## config.mk

```make
export PLATFORM = sky130hd
export DESIGN_NAME = seq_alu_flat
export DESIGN_NICKNAME = d
export VERILOG_FILES = /design/src/rtl/seq_alu_if.sv /design/src/rtl/seq_alu.sv /design/src/flat_wrapper.sv
export SDC_FILE = /design/constraint.sdc
export NUM_CORES = 1
export LEC_CHECK = 0
export ABC_AREA = 1
export CAP_MARGIN = 20
export CELL_PAD_IN_SITES_DETAIL_PLACEMENT = 1
export CELL_PAD_IN_SITES_GLOBAL_PLACEMENT = 1
export CORE_MARGIN = 2
export CORE_UTILIZATION = 46
export DETAILED_ROUTE_END_ITERATION = 12
export HOLD_SLACK_MARGIN = 0.05
export PLACE_DENSITY = 0.84
export SKIP_CTS_REPAIR_TIMING = 1
export SYNTH_ARGS = -nofsm -noshare
export SYNTH_HDL_FRONTEND = slang
export SYNTH_SLANG_ARGS = --single-unit
```

## constraint.sdc

```tcl
create_clock -name clk -period 7.24 [get_ports clk]
set_input_delay 1.81 -clock clk [delete_from_list [all_inputs] [get_ports clk]]
set_output_delay 1.81 -clock clk [all_outputs]
set_load 0.01 [all_outputs]
```

## src/rtl/seq_alu_if.sv

```systemverilog
// Request/response bundle between the operand source and the sequential ALU.
interface seq_alu_if #(
  parameter int unsigned N = 8
) ();
  logic         start;
  logic [N-1:0] A;
  logic [N-1:0] B;
  logic [3:0]   sel;
  logic         busy;
  logic         done;
  logic [N-1:0] out;
  logic         Z;
  logic         O;
  logic         Ca;
  logic         Neg;
  logic         err;

  modport master (
    output start, A, B, sel,
    input  busy, done, out, Z, O, Ca, Neg, err
  );

  modport slave (
    input  start, A, B, sel,
    output busy, done, out, Z, O, Ca, Neg, err
  );
endinterface

```

## src/rtl/seq_alu.sv

```systemverilog
// Registered N-bit ALU with start/done handshake. Single-cycle ops load at the
// accepting edge; mul/div/mod iterate once per cycle for N cycles.
module seq_alu #(
  parameter int unsigned N = 8
) (
  input logic     clk,
  input logic     rst,
  seq_alu_if.slave bus
);

  localparam int unsigned CntW = $clog2(N);

  localparam logic [3:0] OpAdd = 4'h0;
  localparam logic [3:0] OpSub = 4'h1;
  localparam logic [3:0] OpMul = 4'h2;
  localparam logic [3:0] OpDiv = 4'h3;
  localparam logic [3:0] OpMod = 4'h4;
  localparam logic [3:0] OpShl = 4'h5;
  localparam logic [3:0] OpShr = 4'h6;
  localparam logic [3:0] OpAnd = 4'h7;
  localparam logic [3:0] OpXor = 4'h8;
  localparam logic [3:0] OpOr  = 4'h9;

  typedef enum logic [0:0] {StIdle, StCalc} state_e;

  state_e          state_q;
  logic [N-1:0]    a_q, b_q;
  logic [3:0]      sel_q;
  logic [CntW-1:0] cnt_q;
  logic [2*N:0]    prod_q, prod_nxt;
  logic [N-1:0]    rem_q, rem_nxt, quo_q, quo_nxt;
  logic [N-1:0]    out_q;
  logic            z_q, o_q, ca_q, neg_q, err_q, busy_q, done_q;

  logic            is_iter;
  logic [N:0]      add_w, sub_w, shl_w, shr_w;
  logic [N-1:0]    fast_out;
  logic            fast_o, fast_ca, fast_err;

  logic [N:0]      hi_sum, rem_sh, rem_sel;
  logic            rem_ge;
  logic [N-1:0]    iter_out;
  logic            iter_o;
  logic            unused_bits;

  assign is_iter = (bus.sel == OpMul) || (bus.sel == OpDiv) || (bus.sel == OpMod);

  // Single-cycle result straight from the bus operands, loaded at the accepting edge.
  always_comb begin
    // Widened by one bit so the carry/borrow/shifted-out bit falls out of the MSB/LSB.
    add_w    = {1'b0, bus.A} + {1'b0, bus.B};
    sub_w    = {1'b0, bus.A} - {1'b0, bus.B};
    shl_w    = {1'b0, bus.A} << bus.B;
    shr_w    = {bus.A, 1'b0} >> bus.B;
    fast_out = '0;
    fast_o   = 1'b0;
    fast_ca  = 1'b0;
    fast_err = 1'b0;
    case (bus.sel)
      OpAdd: begin
        fast_out = add_w[N-1:0];
        fast_ca  = add_w[N];
        fast_o   = (bus.A[N-1] == bus.B[N-1]) && (add_w[N-1] != bus.A[N-1]);
      end
      OpSub: begin
        fast_out = sub_w[N-1:0];
        fast_ca  = sub_w[N];
        fast_o   = (bus.A[N-1] != bus.B[N-1]) && (sub_w[N-1] != bus.A[N-1]);
      end
      OpShl: begin
        fast_out = shl_w[N-1:0];
        fast_ca  = shl_w[N];
      end
      OpShr: begin
        fast_out = shr_w[N:1];
        fast_ca  = shr_w[0];
      end
      OpAnd: fast_out = bus.A & bus.B;
      OpXor: fast_out = bus.A ^ bus.B;
      OpOr:  fast_out = bus.A | bus.B;
      OpMul, OpDiv, OpMod: fast_out = '0;
      default: fast_err = 1'b1;
    endcase
  end

  // One shift-add multiply step and one restoring-divide step per cycle.
  always_comb begin
    hi_sum   = prod_q[2*N:N] + {1'b0, (prod_q[0] ? a_q : {N{1'b0}})};
    prod_nxt = {hi_sum, prod_q[N-1:0]} >> 1;
    rem_sh   = {rem_q, quo_q[N-1]};
    rem_ge   = rem_sh >= {1'b0, b_q};
    rem_sel  = rem_ge ? (rem_sh - {1'b0, b_q}) : rem_sh;
    // With B=0 every step "fits": quotient saturates to all ones, remainder ends as A.
    rem_nxt  = rem_sel[N-1:0];
    quo_nxt  = {quo_q[N-2:0], rem_ge};
    iter_out = rem_nxt;
    iter_o   = ~|b_q;
    case (sel_q)
      OpMul: begin
        iter_out = prod_nxt[N-1:0];
        iter_o   = |prod_nxt[2*N-1:N];
      end
      OpDiv:   iter_out = quo_nxt;
      default: iter_out = rem_nxt;
    endcase
  end

  assign unused_bits = prod_nxt[2*N] ^ rem_sel[N];

  // Control FSM plus registered result/flags; all outputs change only at result load.
  always_ff @(posedge clk) begin
    if (rst) begin
      state_q <= StIdle;
      a_q     <= '0;
      b_q     <= '0;
      sel_q   <= '0;
      cnt_q   <= '0;
      prod_q  <= '0;
      rem_q   <= '0;
      quo_q   <= '0;
      out_q   <= '0;
      z_q     <= 1'b0;
      o_q     <= 1'b0;
      ca_q    <= 1'b0;
      neg_q   <= 1'b0;
      err_q   <= 1'b0;
      busy_q  <= 1'b0;
      done_q  <= 1'b0;
    end else begin
      done_q <= 1'b0;
      unique case (state_q)
        StIdle: begin
          if (bus.start) begin
            a_q   <= bus.A;
            b_q   <= bus.B;
            sel_q <= bus.sel;
            if (is_iter) begin
              state_q <= StCalc;
              busy_q  <= 1'b1;
              cnt_q   <= '0;
              prod_q  <= {{(N+1){1'b0}}, bus.B};
              rem_q   <= '0;
              quo_q   <= bus.A;
            end else begin
              out_q  <= fast_out;
              z_q    <= ~|fast_out;
              neg_q  <= fast_out[N-1];
              o_q    <= fast_o;
              ca_q   <= fast_ca;
              err_q  <= fast_err;
              done_q <= 1'b1;
            end
          end
        end
        StCalc: begin
          prod_q <= prod_nxt;
          rem_q  <= rem_nxt;
          quo_q  <= quo_nxt;
          cnt_q  <= cnt_q + CntW'(1);
          if (cnt_q == CntW'(N - 1)) begin
            state_q <= StIdle;
            busy_q  <= 1'b0;
            out_q   <= iter_out;
            z_q     <= ~|iter_out;
            neg_q   <= iter_out[N-1];
            o_q     <= iter_o;
            ca_q    <= 1'b0;
            err_q   <= 1'b0;
            done_q  <= 1'b1;
          end
        end
        default: state_q <= StIdle;
      endcase
    end
  end

  assign bus.busy = busy_q;
  assign bus.done = done_q;
  assign bus.out  = out_q;
  assign bus.Z    = z_q;
  assign bus.O    = o_q;
  assign bus.Ca   = ca_q;
  assign bus.Neg  = neg_q;
  assign bus.err  = err_q;

endmodule

```

## src/flat_wrapper.sv

```systemverilog
// flat-port wrapper written by rule: the top's interface ports become plain ports
module seq_alu_flat 
#(
  parameter int unsigned N = 8
)
  (clk, rst, bus_start, bus_A, bus_B, bus_sel, bus_busy, bus_done, bus_out, bus_Z, bus_O, bus_Ca, bus_Neg, bus_err);
  seq_alu_if #(.N(N)) bus_i ();
  input logic clk;
  input logic rst;
  input wire logic [$bits(bus_i.start)-1:0] bus_start;
  input wire logic [$bits(bus_i.A)-1:0] bus_A;
  input wire logic [$bits(bus_i.B)-1:0] bus_B;
  input wire logic [$bits(bus_i.sel)-1:0] bus_sel;
  output wire logic [$bits(bus_i.busy)-1:0] bus_busy;
  output wire logic [$bits(bus_i.done)-1:0] bus_done;
  output wire logic [$bits(bus_i.out)-1:0] bus_out;
  output wire logic [$bits(bus_i.Z)-1:0] bus_Z;
  output wire logic [$bits(bus_i.O)-1:0] bus_O;
  output wire logic [$bits(bus_i.Ca)-1:0] bus_Ca;
  output wire logic [$bits(bus_i.Neg)-1:0] bus_Neg;
  output wire logic [$bits(bus_i.err)-1:0] bus_err;
  assign bus_i.start = bus_start;
  assign bus_i.A = bus_A;
  assign bus_i.B = bus_B;
  assign bus_i.sel = bus_sel;
  assign bus_busy = bus_i.busy;
  assign bus_done = bus_i.done;
  assign bus_out = bus_i.out;
  assign bus_Z = bus_i.Z;
  assign bus_O = bus_i.O;
  assign bus_Ca = bus_i.Ca;
  assign bus_Neg = bus_i.Neg;
  assign bus_err = bus_i.err;
  seq_alu #(.N(N)) u_core (.clk(clk), .rst(rst), .bus(bus_i));
endmodule
```

# After elaboration in Yosys (flattened, before gate mapping)
# Index checks and enable logic that the tools add are counted.
# totals
regBits,72
word_cells,119
# classes
n_lt_le_gt_ge,1
shifts,2
bitwise,4
n_eq_ne,20
addsub,5
reduce_logical,17
muxes,54
# ops
operator,count
two-way mux 8 bit,9
one-hot mux 8 bit (2 select lines),4
one-hot mux 8 bit (7 select lines),1
two-way mux 17 bit,2
one-hot mux 17 bit (2 select lines),1
OR reduction 8 bit,4
two-way mux 1 bit,24
one-hot mux 1 bit (2 select lines),9
"equality test 4 x 2 -> 1 bit, second input constant",4
"equality test 4 x 3 -> 1 bit, second input constant",4
OR reduction 10 bit,1
adder 8 x 8 -> 9 bit,1
adder 9 x 8 -> 9 bit,1
greater-or-equal comparator 9 x 8 -> 1 bit,1
<< shifter 8 x 8 -> 9 bit,1
right shift 9 x 8 -> 9 bit,1
subtractor 8 x 8 -> 9 bit,1
bitwise AND 8 bit,1
"equality test 4 bit, second input constant",2
OR 8 bit,1
subtractor 8 bit,1
XOR 8 bit,1
two-way mux 3 bit,2
"!= test 2 bit, second input constant",3
other kinds (15),23

# Longest topological paths before layout
# Gate-level depths: netlist of run 1.
# depth
depth_word,7
ltp_mapped,21

# Least setup slack after synthesis of run 1
# OpenSTA, ideal clock, no wires.
# synth_timing
path_type,input to register
from,input port bus_B[1]
to,register u_core.z_q (netlist: u_core.bus.Z)
cell_stages,14
required_time_ns,7.184
t_arrival_ns,3.600
path_buffers,2
slack_ns,3.584
path_cell_list,buf_2 > inv_1 > buf_2 > fa_1 > or2_2 > nand3_1 > nand4_1 > a21oi_1 > nand2_1 > nor2_1 > nand3_1 > nand3_1 > nand2_1 > inv_1
# synth_via
elab_chain_len,7
# synth_lines
element,line_no,rtl
from (decl),flat_wrapper.sv:12,input wire logic [$bits(bus_i.B)-1:0] bus_B;
"subtractor 8 x 8 -> 9 bit, or another cell as far along",seq_alu.sv:52,"sub_w = {1'b0, bus.A} - {1'b0, bus.B};"
one-hot mux 8 bit (7 select lines) (*),seq_alu.sv:59,case (bus.sel)
OR reduction 8 bit (*),seq_alu.sv:146,z_q <= ~|fast_out;
zero test 1 bit (*),seq_alu.sv:146,
two-way mux 1 bit (*),seq_alu.sv:137,if (is_iter) begin
two-way mux 1 bit (*),seq_alu.sv:133,if (bus.start) begin
one-hot mux 1 bit (2 select lines) (*),seq_alu.sv:131,unique case (state_q)
to (signal assigned),seq_alu.sv:146,
to (signal assigned),seq_alu.sv:164,z_q <= ~|iter_out;
to (decl),seq_alu.sv:33,"logic z_q, o_q, ca_q, neg_q, err_q, busy_q, done_q;"
# Mark *: on every way between the ends. The rest lies on a longest branch, timed or not. The select of a mux whose other input is x is not followed.
# A chain may end at the register's enable or synchronous reset.

# Final worst setup path of run 1
# Same ends and word-level chain as after synthesis.

==> flow_summary.html, run 1 <==
<table>
<tr><th>Metric</th><th>Value</th></tr>
<tr><th colspan="2">Logic synthesis</th></tr>
<tr><td>Syn nets</td><td>956</td></tr>
<tr><td>Synth Register Bits</td><td>70</td></tr>
<tr><td>Combinational family with the most area after synthesis</td><td>simple AND/OR/NAND/NOR gates</td></tr>
<tr><td>Dominant cell type by area after synthesis</td><td>sky130_fd_sc_hd__dfxtp_1</td></tr>
<tr><td>Post-synthesis mux area share</td><td>0%</td></tr>
<tr><td>Post-synth top area share</td><td>24.6%</td></tr>
<tr><td>Post-synthesis compound-gate area fraction</td><td>16.4%</td></tr>
<tr><td>Adder and majority cell fraction of the synthesized area</td><td>11.1%</td></tr>
<tr><td>Average cell area after synthesis</td><td>6.45 µm²</td></tr>
<tr><td>Mapped cell area</td><td>5710 µm²</td></tr>
<tr><td>Cell count after synthesis</td><td>885</td></tr>
<tr><td>Number of warnings reported in the yosys synthesis log</td><td>0</td></tr>
<tr><td>Post-Synth XOR/XNOR Area</td><td>1.23%</td></tr>
<tr><td>Area contributors post-synth</td><td>sky130_fd_sc_hd__dfxtp_1 25%, sky130_fd_sc_hd__nand2_1 13%, sky130_fd_sc_hd__nand3_1 9.7%</td></tr>
<tr><td>Sequential cell area fraction in the yosys report</td><td>24.6%</td></tr>
<tr><td>Library cells used by synthesis</td><td>43</td></tr>
<tr><td>Post-Synth Simple-Gate Area</td><td>36.0%</td></tr>
<tr><th colspan="2">GRT</th></tr>
<tr><td>Aggregate global-route resource usage</td><td>34.6%</td></tr>
<tr><td>GRT Residual Overflow</td><td>0</td></tr>
<tr><td>Number of antenna violations at the first check in global routing</td><td>0</td></tr>
<tr><td>Largest net degree at the start of global routing</td><td>38</td></tr>
<tr><td>Via count of the first global-routing pass</td><td>6587</td></tr>
<tr><td>Wire length of the first global-routing pass</td><td>35200 µm</td></tr>
<tr><th colspan="2">Critical path</th></tr>
<tr><td>Startpoint types</td><td>primary input</td></tr>
<tr><td>Crit-path max FO</td><td>23</td></tr>
<tr><td>Logic depth of the worst register-to-register path</td><td>5</td></tr>
<tr><td>WP data arrival</td><td>5.27 ns</td></tr>
<tr><td>Req. time, crit path</td><td>7.54 ns</td></tr>
<tr><td>Crit path capture type</td><td>register</td></tr>
<tr><td>Crit path kind</td><td>primary input to register</td></tr>
<tr><th colspan="2">Flow run</th></tr>
<tr><td>Max_cap viols</td><td>0</td></tr>
<tr><th colspan="2">Floorplanning</th></tr>
<tr><td>Count of standard-cell rows</td><td>40</td></tr>
<tr><td>Area of the placeable core</td><td>12100 µm²</td></tr>
<tr><td>Die height</td><td>115 µm</td></tr>
<tr><td>Initial standard-cell utilization of the core</td><td>47.3%</td></tr>
<tr><td>IO Count</td><td>38</td></tr>
<tr><td>Die Wd</td><td>115 µm</td></tr>
<tr><td>Floorplan die area</td><td>13300 µm²</td></tr>
<tr><th colspan="2">Timing</th></tr>
<tr><td>F_max</td><td>201 MHz</td></tr>
<tr><td>Worst clock skew on the final layout</td><td>0.0145 ns</td></tr>
<tr><td>Hold slack</td><td>0.470 ns</td></tr>
<tr><td>Tightest Pin Transition</td><td>0.851 ns</td></tr>
<tr><td>Final-report hold violation count</td><td>0</td></tr>
<tr><td>Portion of the clock cycle consumed by the worst path in the final layout</td><td>68.7%</td></tr>
<tr><td>Count of pins over their slew limit</td><td>0</td></tr>
<tr><td>Sum of negative setup slack</td><td>0 ns</td></tr>
<tr><td>Final setup violation count</td><td>0</td></tr>
<tr><td>Final critical path time including I/O delays and setup</td><td>4.97 ns</td></tr>
<tr><td>Relative slew slack</td><td>43.1%</td></tr>
<tr><td>RSZ-0062 raised after global routing</td><td>false</td></tr>
<tr><th colspan="2">Cells and area</th></tr>
<tr><td>Fill cell total of the finished layout</td><td>1632</td></tr>
<tr><td>Top library cells by usage in the layout, fill and taps aside</td><td>192 x sky130_fd_sc_hd__nand2_1, 111 x sky130_fd_sc_hd__nand3_1, 99 x sky130_fd_sc_hd__inv_1, 72 x sky130_fd_sc_hd__a21oi_1, 70 x sky130_fd_sc_hd__dfxtp_1</td></tr>
<tr><td>Commonest non-fill, non-tap cell in the layout</td><td>sky130_fd_sc_hd__nand2_1</td></tr>
<tr><td>Share of cells above drive strength 1</td><td>7.84%</td></tr>
<tr><td>Net count, final</td><td>972</td></tr>
<tr><td>Final core utilization</td><td>53.3%</td></tr>
<tr><td>Antenna diodes</td><td>0</td></tr>
<tr><td>Area Growth Syn to Fin</td><td>12.6%</td></tr>
<tr><th colspan="2">Power and ir drop</th></tr>
<tr><td>Static Leak</td><td>2.96 nW</td></tr>
<tr><td>Maximum ir drop on the vdd rail</td><td>0.0991 mV</td></tr>
<tr><td>Power density of the placed cells</td><td>197 nW/µm²</td></tr>
<tr><th colspan="2">Detailed routing</th></tr>
<tr><td>Routed length per placed instance</td><td>20.7 µm</td></tr>
<tr><td>Number of nets still failing antenna checks after routing</td><td>0</td></tr>
<tr><td>Routed vias</td><td>6370</td></tr>
<tr><td>Detailed-routing iteration count for the pre-antenna-repair pass</td><td>5</td></tr>
<tr><td>Initial drt markers</td><td>458</td></tr>
<tr><td>Ratio of routed vias to standard cells</td><td>5.93</td></tr>
<tr><td>Final routed wirelength across all metal layers</td><td>22300 µm</td></tr>
<tr><td>DR DRC count</td><td>0</td></tr>
<tr><th colspan="2">Clocking</th></tr>
<tr><td>Total clock buffers created by CTS</td><td>9</td></tr>
<tr><td>Clock net sink count</td><td>70</td></tr>
<tr><td>Clock transition at the registers of the reported paths</td><td>0.06 ns</td></tr>
<tr><td># H-tree levels</td><td>3</td></tr>
<tr><td>Deepest clock path buffer count</td><td>2</td></tr>
<tr><td>TritonCTS clock tree</td><td>built</td></tr>
<tr><td>Cell chosen for the clock root</td><td>sky130_fd_sc_hd__clkbuf_16</td></tr>
<tr><td>Later-pin clock latency in the skew report</td><td>0.35 ns</td></tr>
<tr><th colspan="2">Place</th></tr>
<tr><td>Routability congestion estimate from global placement</td><td>0.966</td></tr>
<tr><td>Buffers added on ports</td><td>37</td></tr>
<tr><td>Final HPWL from detailed placement</td><td>17000 µm</td></tr>
<tr><th colspan="2">Min path</th></tr>
<tr><td>Hold depth</td><td>2</td></tr>
<tr><td>Type of the tightest min-delay check</td><td>register to register</td></tr>
<tr><th colspan="2">Status</th></tr>
<tr><td>Outcome</td><td>finished, final reports clean</td></tr>
</table>
area by class of cell:
| class | instances | area [µm²] | area share (%) |
|---|---|---|---|
| Timing Repair Buffer | 40 | 393 | 6.11 |
| Sequential cell | 70 | 1400 | 21.8 |
| Clock inverter | 7 | 72.6 | 1.13 |
| Clock buffer | 9 | 225 | 3.50 |
| Multi-Input combinational cell | 665 | 3690 | 57.5 |
| Tap cell | 168 | 210 | 3.27 |
| Inverter | 115 | 432 | 6.72 |
flip-flops by register name (all words and copies together), names as in the netlist, 3 cells and up:
signal	cells
u_core.prod_q	16
u_core.b_q	8
u_core.cnt_q	3
u_core.bus.out	8
u_core.sel_q	4
u_core.a_q	8
u_core.quo_q	8
u_core.rem_q	8
worst paths after layout:
path	from	end	slack, ns
min reg2reg	u_core.prod_q[11]$_SDFFE_PP0P_	u_core.prod_q[11]$_SDFFE_PP0P_	0.47
min	u_core.prod_q[11]$_SDFFE_PP0P_	u_core.prod_q[11]$_SDFFE_PP0P_	0.47
max	bus_B[1]	u_core.bus.Z$_SDFFE_PP0P_	2.27
max reg2reg	u_core.state_q$_SDFF_PP0_	u_core.a_q[5]$_SDFFE_PP0P_	4.30
synthesized netlist by cell type, drive strengths merged:
cell and number:
o21a 2, xor2 7, nor4 2, fa 4, o22ai 8, nand3b 6, ha 44, o21bai 2
buf 18, o211ai 8, inv 114, a221oi 6, nand3 113, a22oi 2, nor3 9, nor2 75
a211oi 6, a22o 1, or2 8, clkinv 1, nand4 31, o31ai 2, dfxtp 70, o21ai 50
a31oi 4, o32ai 1, a21oi 73, nand2 200, xnor2 1, clkbuf 17
layer usage:
metal  vias up  part of all wire (%)  track usage [%]
li1       2988                     -                -
met1      3083                    42             42.4
met2       244                    49             58.9
met3        55                   5.2             6.27
met4         0                   3.7             15.3
met5         -                     0                0
logic make-up (layout without fill, tap and decap cells):
family | Yosys count | count (layout)
buffers and inverters | 150 | 171
AND/OR/NAND/NOR | 444 | 444
flip-flops | 70 | 70
adder cells (fa/ha/maj) | 48 | 48
AO/OA/AOI/OAI | 165 | 165
XOR/XNOR | 8 | 8
worst max-delay path, stage by stage:
cell                              delay (ns)
sky130_fd_sc_hd__clkdlybuf4s50_1        0.97
sky130_fd_sc_hd__inv_1                  0.59
sky130_fd_sc_hd__fa_1                   0.62
sky130_fd_sc_hd__nand2_1                0.12
sky130_fd_sc_hd__nand2_1                0.06
sky130_fd_sc_hd__nand2_1                0.05
sky130_fd_sc_hd__nand2_1                0.06
sky130_fd_sc_hd__nor2_1                 0.08
sky130_fd_sc_hd__nor2_1                 0.05
sky130_fd_sc_hd__nor2_1                 0.13
sky130_fd_sc_hd__nand3_1                0.10
sky130_fd_sc_hd__nor2_1                 0.15
sky130_fd_sc_hd__nand2_1                0.07
sky130_fd_sc_hd__nor2_1                 0.10
sky130_fd_sc_hd__nand3_1                0.09
sky130_fd_sc_hd__nand3_1                0.09
sky130_fd_sc_hd__nand2_1                0.05
sky130_fd_sc_hd__inv_1                  0.05
stage by stage:
stage                     cell area [µm²]  power, mW  setup slack (ns)  std cells
after global placement               6130      0.798              2.09       1058
after floorplan                      5710      0.680              3.58        885
after detailed placement             6130      0.815              2.00       1058
after global routing                 6430       1.32              1.98       1074
after CTS                            6430       1.26              2.34       1074
final                                6430       1.26              2.27       1074
where the power goes:
part	switching, mW	total [mW]	internal, mW	leakage, nW
registers	0.0179	0.428	0.410	0.573
clock network	0.178	0.444	0.267	0.142
logic	0.273	0.392	0.118	2.24
No activity file was read; power rests on OpenSTA's default activity.
==> run 2: changes to the inputs <==
--- a/config.mk
+++ b/config.mk
@@ -10,10 +10,10 @@
 export CELL_PAD_IN_SITES_DETAIL_PLACEMENT = 1
 export CELL_PAD_IN_SITES_GLOBAL_PLACEMENT = 1
 export CORE_MARGIN = 2
-export CORE_UTILIZATION = 46
+export CORE_UTILIZATION = 43
 export DETAILED_ROUTE_END_ITERATION = 12
 export HOLD_SLACK_MARGIN = 0.05
-export PLACE_DENSITY = 0.84
+export PLACE_DENSITY = 0.79
 export SKIP_CTS_REPAIR_TIMING = 1
 export SYNTH_ARGS = -nofsm -noshare
 export SYNTH_HDL_FRONTEND = slang
==> constraint.sdc (replaced) <==
create_clock -name clk -period 4.9 [get_ports clk]
set_input_delay 1.225 -clock clk [delete_from_list [all_inputs] [get_ports clk]]
set_output_delay 1.225 -clock clk [all_outputs]
set_load 0.01 [all_outputs]
==> run 2 against run 1 <==
Power rose by 44%. Non-clock buffer count rose by 10. Worst hold slack got worse by 0.0017 ns. Global-route usage fell by 2.8 points. Register-to-register slack got worse by 2.2 ns. Combinational power rose by 45%. Via count fell by 0.22%. Clock skew fell by 0.0087 ns. Critical path depth fell by 3. Clock power rose by 38%.
==> flow_summary.html, run 2 (same netlist as run 1, synthesis figures left out) <==
<table>
<tr><th>Metric</th><th>Value</th></tr>
<tr><th colspan="2">Critical path</th></tr>
<tr><td>Req. time, crit path</td><td>5.19 ns</td></tr>
<tr><td>WP data arrival</td><td>4.08 ns</td></tr>
<tr><td>Crit path capture type</td><td>register</td></tr>
<tr><td>Startpoint types</td><td>primary input</td></tr>
<tr><td>Logic depth of the worst register-to-register path</td><td>14</td></tr>
<tr><td>Crit path kind</td><td>primary input to register</td></tr>
<tr><td>Crit-path max FO</td><td>23</td></tr>
<tr><th colspan="2">Power and ir drop</th></tr>
<tr><td>Proportion of power drawn by the clock network</td><td>33.8%</td></tr>
<tr><td>Maximum ir drop on the vdd rail</td><td>0.147 mV</td></tr>
<tr><td>Register share of total power</td><td>34.9%</td></tr>
<tr><td>Internal Pwr Total</td><td>1.16 mW</td></tr>
<tr><td>Fraction of power consumed by combinational cells</td><td>31.3%</td></tr>
<tr><td>Power density of the placed cells</td><td>279 nW/µm²</td></tr>
<tr><td>NetSw</td><td>0.660 mW</td></tr>
<tr><td>Static Leak</td><td>3.01 nW</td></tr>
<tr><td>Sw Share</td><td>36.3%</td></tr>
<tr><th colspan="2">Timing</th></tr>
<tr><td>RSZ-0062 raised after global routing</td><td>false</td></tr>
<tr><td>Portion of the clock cycle consumed by the worst path in the final layout</td><td>77.4%</td></tr>
<tr><td>Hold slack</td><td>0.468 ns</td></tr>
<tr><td>Final-report hold violation count</td><td>0</td></tr>
<tr><td>Relative slew slack</td><td>44.3%</td></tr>
<tr><td>Final critical path time including I/O delays and setup</td><td>3.79 ns</td></tr>
<tr><td>F_max</td><td>264 MHz</td></tr>
<tr><td>Worst clock skew on the final layout</td><td>0.00572 ns</td></tr>
<tr><td>Final setup violation count</td><td>0</td></tr>
<tr><td>Count of pins over their slew limit</td><td>0</td></tr>
<tr><td>Sum of negative setup slack</td><td>0 ns</td></tr>
<tr><td>Tightest Pin Transition</td><td>0.834 ns</td></tr>
<tr><th colspan="2">Clocking</th></tr>
<tr><td>Deepest clock path buffer count</td><td>2</td></tr>
<tr><td>TritonCTS clock tree</td><td>built</td></tr>
<tr><td>Later-pin clock latency in the skew report</td><td>0.34 ns</td></tr>
<tr><td>Total clock buffers created by CTS</td><td>9</td></tr>
<tr><td>Clock net sink count</td><td>70</td></tr>
<tr><td>Cell chosen for the clock root</td><td>sky130_fd_sc_hd__clkbuf_16</td></tr>
<tr><td># H-tree levels</td><td>3</td></tr>
<tr><td>Clock transition at the registers of the reported paths</td><td>0.05 ns</td></tr>
<tr><th colspan="2">Cells and area</th></tr>
<tr><td>Top library cells by usage in the layout, fill and taps aside</td><td>192 x sky130_fd_sc_hd__nand2_1, 111 x sky130_fd_sc_hd__nand3_1, 99 x sky130_fd_sc_hd__inv_1, 72 x sky130_fd_sc_hd__a21oi_1, 70 x sky130_fd_sc_hd__dfxtp_1</td></tr>
<tr><td>Commonest non-fill, non-tap cell in the layout</td><td>sky130_fd_sc_hd__nand2_1</td></tr>
<tr><td>Fill cell total of the finished layout</td><td>1763</td></tr>
<tr><td>Design Area, Final</td><td>6500 µm²</td></tr>
<tr><td>Final core utilization</td><td>49.7%</td></tr>
<tr><td>Share of cells above drive strength 1</td><td>8.42%</td></tr>
<tr><td>Net count, final</td><td>982</td></tr>
<tr><td>Max reg flops</td><td>16</td></tr>
<tr><td>Area Growth Syn to Fin</td><td>13.9%</td></tr>
<tr><td>Antenna diodes</td><td>0</td></tr>
<tr><td>Register name with the most flops</td><td>u_core.prod_q</td></tr>
<tr><th colspan="2">Place</th></tr>
<tr><td>Buffers added on ports</td><td>37</td></tr>
<tr><td>Total placed instance area</td><td>6210 µm²</td></tr>
<tr><td>Final HPWL from detailed placement</td><td>16800 µm</td></tr>
<tr><td>Routability congestion estimate from global placement</td><td>0.988</td></tr>
<tr><th colspan="2">Min path</th></tr>
<tr><td>Hold depth</td><td>2</td></tr>
<tr><td>Type of the tightest min-delay check</td><td>register to register</td></tr>
<tr><th colspan="2">Floorplanning</th></tr>
<tr><td>Initial standard-cell utilization of the core</td><td>43.6%</td></tr>
<tr><td>Floorplan die area</td><td>14200 µm²</td></tr>
<tr><td>IO Count</td><td>38</td></tr>
<tr><td>Die Wd</td><td>119 µm</td></tr>
<tr><td>Count of standard-cell rows</td><td>42</td></tr>
<tr><td>Die height</td><td>119 µm</td></tr>
<tr><td>Area of the placeable core</td><td>13100 µm²</td></tr>
<tr><th colspan="2">GRT</th></tr>
<tr><td>Via count of the first global-routing pass</td><td>6539</td></tr>
<tr><td>GRT Residual Overflow</td><td>0</td></tr>
<tr><td>Number of antenna violations at the first check in global routing</td><td>0</td></tr>
<tr><td>Wire length of the first global-routing pass</td><td>35100 µm</td></tr>
<tr><td>Largest net degree at the start of global routing</td><td>38</td></tr>
<tr><td>Aggregate global-route resource usage</td><td>31.7%</td></tr>
<tr><th colspan="2">Detailed routing</th></tr>
<tr><td>Routed length per placed instance</td><td>20.1 µm</td></tr>
<tr><td>Initial drt markers</td><td>407</td></tr>
<tr><td>Detailed-routing iteration count for the pre-antenna-repair pass</td><td>4</td></tr>
<tr><td>Routed vias</td><td>6356</td></tr>
<tr><td>Ratio of routed vias to standard cells</td><td>5.83</td></tr>
<tr><td>Final routed wirelength across all metal layers</td><td>21900 µm</td></tr>
<tr><td>Number of nets still failing antenna checks after routing</td><td>0</td></tr>
<tr><td>DR DRC count</td><td>0</td></tr>
<tr><th colspan="2">Flow run</th></tr>
<tr><td>Max_cap viols</td><td>0</td></tr>
<tr><th colspan="2">Status</th></tr>
<tr><td>Outcome</td><td>finished, final reports clean</td></tr>
</table>
run 2: changes by cell type in the layout (fill, tap and decap cells not counted), moves of 2 or more:
cell	delta
sky130_fd_sc_hd__clkbuf_1	+3
sky130_fd_sc_hd__buf_4	+9
sky130_fd_sc_hd__clkinvlp_4	-2
sky130_fd_sc_hd__clkbuf_8	+2
run 2: cell type report:
| cell class | instances | area [µm²] | area share [%] |
|---|---|---|---|
| Multi-Input combinational cell | 665 | 3690 | 56.8 |
| Sequential cell | 70 | 1400 | 21.6 |
| Timing Repair Buffer | 50 | 488 | 7.50 |
| Inverter | 115 | 432 | 6.64 |
| Clock buffer | 14 | 264 | 4.06 |
| Tap cell | 176 | 220 | 3.39 |
| Clock inverter | 1 | 5.00 | 0.0770 |
run 2: routing by layer:
metal | GRT usage [%] | wire (µm) | up-vias
met1 | 40.1 | 9450 | 3065
met5 | 0 | 0 | -
met2 | 53.0 | 10400 | 215
met3 | 5.17 | 1110 | 53
li1 | - | - | 3023
met4 | 14.3 | 917 | 0
run 2: worst max-delay path, stage by stage:
cell and delay (ns):
sky130_fd_sc_hd__clkdlybuf4s50_1 0.45, sky130_fd_sc_hd__buf_4 0.25, sky130_fd_sc_hd__inv_1 0.07, sky130_fd_sc_hd__buf_4 0.22
sky130_fd_sc_hd__fa_1 0.50, sky130_fd_sc_hd__or2_2 0.31, sky130_fd_sc_hd__nand3_1 0.12, sky130_fd_sc_hd__nand4_1 0.21
sky130_fd_sc_hd__a21oi_1 0.25, sky130_fd_sc_hd__nand2_1 0.08, sky130_fd_sc_hd__nor2_1 0.12, sky130_fd_sc_hd__nand3_1 0.10
sky130_fd_sc_hd__nand3_1 0.08, sky130_fd_sc_hd__nand2_1 0.05, sky130_fd_sc_hd__inv_1 0.04
run 2: path summary, 6_finish.rpt:
check             slack [ns]                              to                           start
hold / removal          0.47  u_core.prod_q[11]$_SDFFE_PP0P_  u_core.prod_q[11]$_SDFFE_PP0P_
setup reg to reg        2.14       u_core.bus.O$_SDFFE_PP0P_   u_core.prod_q[0]$_SDFFE_PP0P_
setup / recovery        1.11       u_core.bus.Z$_SDFFE_PP0P_                        bus_B[1]
hold reg to reg         0.47  u_core.prod_q[11]$_SDFFE_PP0P_  u_core.prod_q[11]$_SDFFE_PP0P_
run 2: power by group through the flow:
stage / sequential [mW] / combinational, mW / clock, mW
2_1_floorplan: 0.638 / 0.366 / 0
3_3_place_gp: 0.642 / 0.538 / 0
3_5_place_dp: 0.644 / 0.553 / 0
4_1_cts: 0.633 / 0.558 / 0.618
5_1_grt: 0.637 / 0.627 / 0.644
6_report: 0.633 / 0.569 / 0.614
run 2: through the flow:
stage                     worst slack [ns]  power (mW)  cells
final                                 1.11        1.82   1091
after global routing                 0.956        1.91   1091
after CTS                             1.17        1.81   1090
after detailed placement             0.834        1.20   1075
after global placement               0.855        1.18   1075
after floorplan                       1.83        1.00    885
